$ cat src/rtl/id_fwd_hazard.sv
// rtl/id_fwd_hazard.sv - decode-stage operand forwarding, scoreboard and hazard unit
module id_fwd_hazard #(
    parameter int XLEN     = 32,
    parameter int AW       = 5,
    parameter int NBYP     = 4,
    parameter int MAX_LONG = 2,
    parameter int CW       = 16,
    localparam int BW      = 2 + AW + XLEN,
    localparam int NR      = 2 ** AW,
    localparam int LCW     = $clog2(MAX_LONG + 1)
) (
    input  logic                 clk,
    input  logic                 rst,
    input  logic                 stall_in,
    input  logic                 flush,
    input  logic                 in_valid,
    input  logic [AW-1:0]        in_rs1,
    input  logic [AW-1:0]        in_rs2,
    input  logic                 in_rs1_en,
    input  logic                 in_rs2_en,
    input  logic [AW-1:0]        in_rd,
    input  logic                 in_rd_we,
    input  logic                 in_long,
    input  logic [XLEN-1:0]      rf_rdata1,
    input  logic [XLEN-1:0]      rf_rdata2,
    input  logic [NBYP*BW-1:0]   byp_bus,
    input  logic                 lw_valid,
    input  logic [AW-1:0]        lw_waddr,
    output logic [XLEN-1:0]      src1,
    output logic [XLEN-1:0]      src2,
    output logic                 stallreq,
    output logic                 issue,
    output logic [NR-1:0]        sb_busy,
    output logic [LCW-1:0]       long_cnt,
    output logic [CW-1:0]        stall_cnt
);

    logic [NR-1:0]  sb_busy_q, sb_busy_d;
    logic [LCW-1:0] long_cnt_q, long_cnt_d;
    logic [CW-1:0]  stall_cnt_q, stall_cnt_d;

    logic [NR-1:0]  clr, set, busy_eff;
    logic           rdy1, rdy2;
    logic           raw_stall, sb_stall, waw_stall, cap_stall;
    logic [LCW:0]   cnt_adj;

    // Returns {ready, data}; walking from oldest to youngest lets the youngest match win.
    function automatic logic [XLEN:0] fwd(input logic [AW-1:0] rs, input logic en,
                                          input logic [XLEN-1:0] rdata,
                                          input logic [NBYP*BW-1:0] bus);
        logic [XLEN:0] r;
        logic [BW-1:0] ent;
        r = {1'b1, rdata};
        for (int i = NBYP - 1; i >= 0; i--) begin
            ent = bus[i*BW +: BW];
            if (ent[BW-1] && en && (rs != '0) && (ent[XLEN +: AW] == rs))
                r = {ent[BW-2], ent[XLEN-1:0]};
        end
        if (rs == '0)
            r = {1'b1, {XLEN{1'b0}}};
        return r;
    endfunction

    always_comb begin
        {rdy1, src1} = fwd(in_rs1, in_rs1_en, rf_rdata1, byp_bus);
        {rdy2, src2} = fwd(in_rs2, in_rs2_en, rf_rdata2, byp_bus);
        raw_stall = ~rdy1 | ~rdy2;
    end

    // A completing long op releases its register in the same cycle it writes back.
    always_comb begin
        clr = '0;
        if (lw_valid && (lw_waddr != '0))
            clr[lw_waddr] = 1'b1;
        busy_eff  = sb_busy_q & ~clr;
        sb_stall  = (in_rs1_en & busy_eff[in_rs1]) | (in_rs2_en & busy_eff[in_rs2]);
        waw_stall = in_rd_we & busy_eff[in_rd];
        cnt_adj   = {1'b0, long_cnt_q} - {{LCW{1'b0}}, lw_valid};
        cap_stall = in_long & (cnt_adj == (LCW+1)'(MAX_LONG));
        stallreq  = in_valid & (raw_stall | sb_stall | waw_stall | cap_stall);
        issue     = in_valid & ~stallreq & ~stall_in & ~flush;
    end

    always_comb begin
        set = '0;
        if (issue && in_long && in_rd_we && (in_rd != '0))
            set[in_rd] = 1'b1;
        sb_busy_d = busy_eff | set;

        long_cnt_d = long_cnt_q;
        case ({issue & in_long, lw_valid})
            2'b10:   long_cnt_d = long_cnt_q + LCW'(1);
            2'b01:   if (long_cnt_q != '0) long_cnt_d = long_cnt_q - LCW'(1);
            default: long_cnt_d = long_cnt_q;
        endcase

        stall_cnt_d = stall_cnt_q;
        if (stallreq && (stall_cnt_q != '1))
            stall_cnt_d = stall_cnt_q + CW'(1);
    end

    always_ff @(posedge clk or posedge rst) begin
        if (rst) begin
            sb_busy_q   <= '0;
            long_cnt_q  <= '0;
            stall_cnt_q <= '0;
        end else begin
            sb_busy_q   <= sb_busy_d;
            long_cnt_q  <= long_cnt_d;
            stall_cnt_q <= stall_cnt_d;
        end
    end

    assign sb_busy   = sb_busy_q;
    assign long_cnt  = long_cnt_q;
    assign stall_cnt = stall_cnt_q;

endmodule

$ cat config.mk
export PLATFORM = sky130hd
export DESIGN_NAME = id_fwd_hazard
export DESIGN_NICKNAME = d
export VERILOG_FILES = /design/src/rtl/id_fwd_hazard.sv
export SDC_FILE = /design/constraint.sdc
export NUM_CORES = 1
export LEC_CHECK = 0
export BUFFER_PORTS_ARGS = -buffer_cell sky130_fd_sc_hd__buf_2
export CORE_MARGIN = 8
export CORE_UTILIZATION = 45
export CTS_CLUSTER_SIZE = 10
export DETAILED_ROUTE_END_ITERATION = 12
export GPL_ROUTABILITY_DRIVEN = 0
export PLACE_DENSITY = 0.81
export SYNTH_ARGS = -nofsm -noshare
export SYNTH_HDL_FRONTEND = slang
export SYNTH_SLANG_ARGS = --single-unit
$ cat constraint.sdc
create_clock -name clk -period 4.3 [get_ports clk]
set_input_delay 0.86 -clock clk [delete_from_list [all_inputs] [get_ports clk]]
set_output_delay 0.86 -clock clk [all_outputs]
set_load 0.01 [all_outputs]
==> results.json, run 1 <==
{
  "dpl.hpwl_um": 27480,
  "cts.sinks": 50,
  "period_minus_slack_ns": 4.208,
  "finalSetupViolCount": 0,
  "crit_path_start": "lw_waddr[0]",
  "yosysTopAreaCell": "dfrtp_1",
  "fmax_mhz": 237.7,
  "die_h_um": 140.9,
  "required_ns": 3.44,
  "critPathCapture": "stallreq",
  "cts_root_buffer": "clkbuf_16",
  "async_flop_share": 1.000,
  "port_buffers": 365,
  "ant_nets": 0,
  "skew_ns": 0.005041,
  "maxUsedRoutingLayer": "met5",
  "antenna_found_initial": 11,
  "reg2regPathDepth": 11,
  "io_pins": 366,
  "layout.nets": 1544,
  "final.setup.tns_ns": 0,
  "power_density_mw_per_mm2": 181.5,
  "syn_area_mm2": 0.007014,
  "finalPower_mw": 1.760,
  "grt-ovfl-total": 0,
  "grt_pass1_vias": 9208,
  "finalHoldViolCount": 0,
  "relSlewSlack": 0.3187,
  "drt_wl_total_um": 34870,
  "hold_class": "reg -> reg",
  "ys_top_cells_by_count": "nor2_1 (159), a211oi_1 (134), mux2i_1 (77)",
  "drt_iter0_drc": 984,
  "grt_usage": 0.3268,
  "syn_area_per_cell_um2": 7.486,
  "cts_tree": "done",
  "ff2ff_setup_slack_ns": 1.21,
  "irDropWorstVdd_mv": 0.3504,
  "hold_buffers": 0,
  "start_kind": "input pin",
  "wire_per_inst_um": 23.28,
  "yosysSeqAreaShare": 0.1784,
  "grt_max_degree": 65,
  "syn_nets": 1188,
  "worst_slew_pin_slew_ns": 1.021,
  "area_growth_pct": 38.23,
  "synth.most_common_cell": "nor2_1",
  "synthCells": 937,
  "endpoint_kind": "output pin",
  "finalCritPeriodShare": 0.9785,
  "cp_max_fo": 7,
  "dieArea_mm2": 0.01984,
  "fillCellCount": 1345,
  "placed_cells": 1473,
  "utilization": 0.6378,
  "reg2reg_from": "sb_busy[0]$_DFF_PP0_",
  "drc": 0,
  "drv_slew": 0,
  "dr_wl_met3_um": 4055,
  "coreArea_mm2": 0.01520,
  "layout-drive-gt1-share": 0.3926,
  "clk_pin_slew_ns": 0.07,
  "dr_total_vias": 9606,
  "ys_ff_latch": 50,
  "route.layer.met1.wl_um": 13120,
  "wl_met2_um": 16060,
  "status": "finished, final reports clean",
  "r2r_end": "sb_busy[29]$_DFF_PP0_",
  "yosysTopAreaCellShare": 0.1784,
  "rows": 45,
  "fp.dieW_um": 140.9,
  "maxCapViolCount": 0,
  "synth_cell_types": 70,
  "synth_ff_type": "dfrtp_1",
  "first_pass_iters": 5,
  "viasPerCell": 6.413,
  "grt_pass1_wl_um": 51980,
  "critical_path_class": "in -> out",
  "cp.arrival_ns": 3.35,
  "cts.htree.levels": 2,
  "final_cells": 1498,
  "insertion_delay_ns": 0.29,
  "synth_edf_count": 0,
  "cts_inserted_buffers": 5,
  "ys_top_cells_by_area": "dfrtp_1 (18%), a211oi_1 (14%), mux2i_1 (11%), nor2_1 (8.5%), xnor2_1 (5.2%)",
  "start_util": 0.4614,
  "clockBufferDepth": 2,
  "ys_warn_count": 0,
  "power_leakage_nw": 4.381
}
## registers in the layout, summed over array words and instances, names as in the netlist
register and cells:
sb_busy 32, long_cnt 2, stall_cnt 16
## cell families (layout without fill, tap and decap cells)
family / after synthesis / after routing / synth area share
xor gates and xnor gates: 55 / 55 / 0.06868
other: 0 / 16 / 0
AOI/OAI and AO/OA: 323 / 323 / 0.3382
and+or+nand+nor: 312 / 312 / 0.2192
DFF: 50 / 50 / 0.1784
adders and majority gates: 1 / 1 / 0.001784
muxes: 87 / 87 / 0.1291
buffers and inverters: 109 / 466 / 0.06457
## worst max-delay path, stage by stage
cell and delay (ns):
buf_2 0.15, nand2b_1 0.38, buf_4 0.21, o21ai_1 0.08
buf_4 0.16, a32oi_1 0.19, nand4_1 0.15, nor4_1 0.48
a31oi_1 0.23, nand3_2 0.19, and2_1 0.14, buf_2 0.12
## repair_timing
action / in CTS / in global routing
setup buffers: 0 / 1
resized for setup: 2 / 11
endpoints found under the setup margin: 1 / 5
pin swaps: 0 / 2
## where the power goes
group          internal (mW)  total (mW)  switching, mW  leakage [nW]
logic                  0.342       0.767          0.425          3.61
registers              0.503       0.543         0.0390         0.687
clock network          0.275       0.450          0.175        0.0843
total                   1.12        1.76          0.639          4.38
## worst min path at each step
stage / cells after the start / to / slack, ns / start
2_1_floorplan: 1 / stall_cnt[9]$_DFFE_PP0P_ / 0.52 / stall_cnt[9]$_DFFE_PP0P_
3_3_place_gp: 1 / stall_cnt[9]$_DFFE_PP0P_ / 0.47 / stall_cnt[9]$_DFFE_PP0P_
3_5_place_dp: 1 / stall_cnt[9]$_DFFE_PP0P_ / 0.47 / stall_cnt[9]$_DFFE_PP0P_
4_1_cts: 1 / stall_cnt[9]$_DFFE_PP0P_ / 0.49 / stall_cnt[9]$_DFFE_PP0P_
5_1_grt: 1 / stall_cnt[9]$_DFFE_PP0P_ / 0.51 / stall_cnt[9]$_DFFE_PP0P_
6_report: 1 / stall_cnt[11]$_DFFE_PP0P_ / 0.49 / stall_cnt[11]$_DFFE_PP0P_
## layout by cell type, fill, tap and decap left out, types with 14 or more instances in the layout
cell / instances
buf_2: 365
nor2_1: 159
a211oi_1: 132
mux2i_1: 77
a21oi_1: 70
buf_4: 67
dfrtp_1: 50
xnor2_1: 42
nand2_1: 30
o21ai_0: 19
nand4_1: 17
diode_2: 16
nand3_1: 15
inv_1: 14
## final cells by class
type	count	area [µm²]	area share
multi-input cells	778	5394	0.5563
repair buffers	443	2550	0.2630
flip-flops and latches	50	1251	0.1290
well taps	188	235.2	0.02426
clock buffers	5	125.1	0.01290
inverters	15	56.30	0.005807
clock inverters	3	43.79	0.004517
diodes	16	40.04	0.004130
## through the flow
stage               instance area, µm²  setup WS [ns]  hold WS, ns
global placement                  9429        -0.2784       0.4724
floorplan                         7014         0.3015       0.5188
CTS                               9610        0.06520       0.4887
global route                      9681      -0.002429       0.5084
detailed placement                9429        -0.2959       0.4740
finish                            9696        0.09229       0.4936
## metal layers
| metal | GRT usage | up-vias |
|---|---|---|
| met3 | 0.07495 | 120 |
| met4 | 0.1578 | 2 |
| met1 | 0.4061 | 4446 |
| met2 | 0.5247 | 740 |
| li1 | - | 4298 |
| met5 | 0 | - |
Note: power is estimated with default switching activity, not from simulation.
==> run 2: changes to the inputs <==
Settings changed: PLACE_DENSITY 0.81 to 0.84.
==> results.json, run 2 (synthesized netlist as in run 1, its figures left out) <==
{
  "period_minus_slack_ns": 4.293,
  "cts_root_buffer": "clkbuf_16",
  "ff2ff_setup_slack_ns": 1.21,
  "clockBufferDepth": 2,
  "hold_buffers": 0,
  "die_h_um": 140.9,
  "start_util": 0.4614,
  "reg2reg_from": "sb_busy[0]$_DFF_PP0_",
  "drt_iter0_drc": 1084,
  "irDropWorstVdd_mv": 0.3105,
  "coreArea_mm2": 0.01520,
  "fmax_mhz": 233.0,
  "grt-ovfl-total": 0,
  "finalHoldViolCount": 0,
  "rows": 45,
  "finalSetupViolCount": 0,
  "p_sw_frac": 0.3654,
  "drt_wl_total_um": 35090,
  "wire_per_inst_um": 23.56,
  "skew_ns": 0.003209,
  "clk_pin_slew_ns": 0.07,
  "hp-start": "sb_busy[0]$_DFF_PP0_",
  "multi_input_area_mm2": 0.005374,
  "final_common_cell": "buf_2",
  "grt_max_degree": 65,
  "cts.sinks": 50,
  "switching_power_mw": 0.6421,
  "power_frac_clock": 0.262,
  "hold_depth": 0,
  "grt_pass1_wl_um": 52370,
  "worst_slew_pin_slew_ns": 1.056,
  "required_ns": 3.44,
  "power_density_mw_per_mm2": 183.5,
  "mostFrequentLayoutCells": "buf_2 (365), nor2_1 (159), a211oi_1 (134)",
  "dr_total_vias": 9773,
  "placed_area_mm2": 0.009331,
  "cp_max_fo": 9,
  "power_leakage_nw": 4.325,
  "final_area_mm2": 0.009577,
  "largest_reg_flops": 32,
  "drc": 0,
  "intPower_mw": 1.115,
  "viasPerCell": 6.563,
  "cts_inserted_buffers": 5,
  "grt_pass1_vias": 9443,
  "cts.htree.levels": 2,
  "finalCritPeriodShare": 0.9983,
  "endpoint_kind": "output pin",
  "status": "finished, final reports clean",
  "fp.dieW_um": 140.9,
  "cp.arrival_ns": 3.43,
  "p_seq_frac": 0.307,
  "io_pins": 366,
  "layout.nets": 1536,
  "insertion_delay_ns": 0.30,
  "r2r_end": "sb_busy[31]$_DFF_PP0_",
  "whs_endpoint": "sb_busy[0]$_DFF_PP0_",
  "maxCapViolCount": 0,
  "dpl.hpwl_um": 27600,
  "drv_slew": 0,
  "pwr-share-comb": 0.432,
  "critical_path_class": "in -> out",
  "first_pass_iters": 7,
  "relSlewSlack": 0.2951,
  "seq_area_mm2": 0.001251,
  "hold_ws_ns": 0.5129,
  "cts_tree": "done",
  "ant_nets": 0,
  "place_ws_ns": 0.09572,
  "grt_usage": 0.3311,
  "fillCellCount": 1344,
  "start_kind": "input pin",
  "reg2regPathDepth": 11,
  "layout-drive-gt1-share": 0.3834,
  "antenna_found_initial": 11,
  "port_buffers": 365,
  "fin_ws_ns": 0.007355,
  "dieArea_mm2": 0.01984,
  "hold_class": "reg -> reg",
  "area_growth_pct": 36.53
}
==> run 2: cell count changes in the layout (fill, tap and decap cells not counted), sizes merged <==
cell and change:
diode -1, inv -1, buf -8, clkinvlp +2
clkinv -1
==> run 2: per-stage QoR <==
step,total power [mW],setup TNS (ns),instances,util
2_1_floorplan,0.9238,0,937,-
3_3_place_gp,1.268,0,1465,0.6138
3_5_place_dp,1.284,0,1465,0.6138
4_1_cts,1.742,0,1473,0.6250
5_1_grt,1.836,-0.1459,1481,0.6286
6_report,1.757,0,1489,0.6300
==> run 2: area by class of cell <==
class,instances,area share
Antenna cell,15,0.003920
Tap cell,188,0.02456
Clock buffer,5,0.01307
Inverter,15,0.005879
Multi-Input combinational cell,778,0.5611
Clock inverter,3,0.004703
Sequential cell,50,0.1307
Timing Repair Buffer,435,0.2561
==> run 2: power groups by stage <==
stage	clock network [mW]	registers, mW	logic [mW]
finish	0.460	0.539	0.758
global route	0.481	0.543	0.812
CTS	0.463	0.538	0.741
detailed placement	0	0.546	0.738
global placement	0	0.545	0.723
floorplan	0	0.556	0.368
==> run 2: metal layers <==
metal | track usage | wire length [µm] | up-vias
met5 | 0.01312 | 71 | -
met4 | 0.1963 | 2311 | 6
met3 | 0.1006 | 4655 | 228
met2 | 0.5211 | 15640 | 867
met1 | 0.3909 | 12410 | 4408
li1 | - | - | 4264
==> run 2: how the worst max path moves through the flow <==
stage | startpoint | to | cells after the start
after floorplan | in_rs2[4] | stallreq | 10
after global placement | in_rs2[4] | stallreq | 10
after detailed placement | lw_waddr[4] | stallreq | 11
after CTS | lw_waddr[4] | stallreq | 11
after global routing | lw_waddr[3] | stallreq | 11
final | lw_waddr[3] | stallreq | 11
==> run 2: timing repair <==
item	CTS	global route
gates resized for setup	0	3
buffers inserted	0	1
endpoints found under the setup margin	0	1
==> run 2: worst max-delay path, stage by stage <==
cell       delay, ns
buf_2           0.16
nand4bb_1       0.33
o21ai_0         0.55
mux2i_1         0.15
o32ai_1         0.30
a211oi_1        0.11
o41ai_2         0.37
buf_4           0.16
nand3_2         0.10
and2_1          0.19
buf_2           0.13
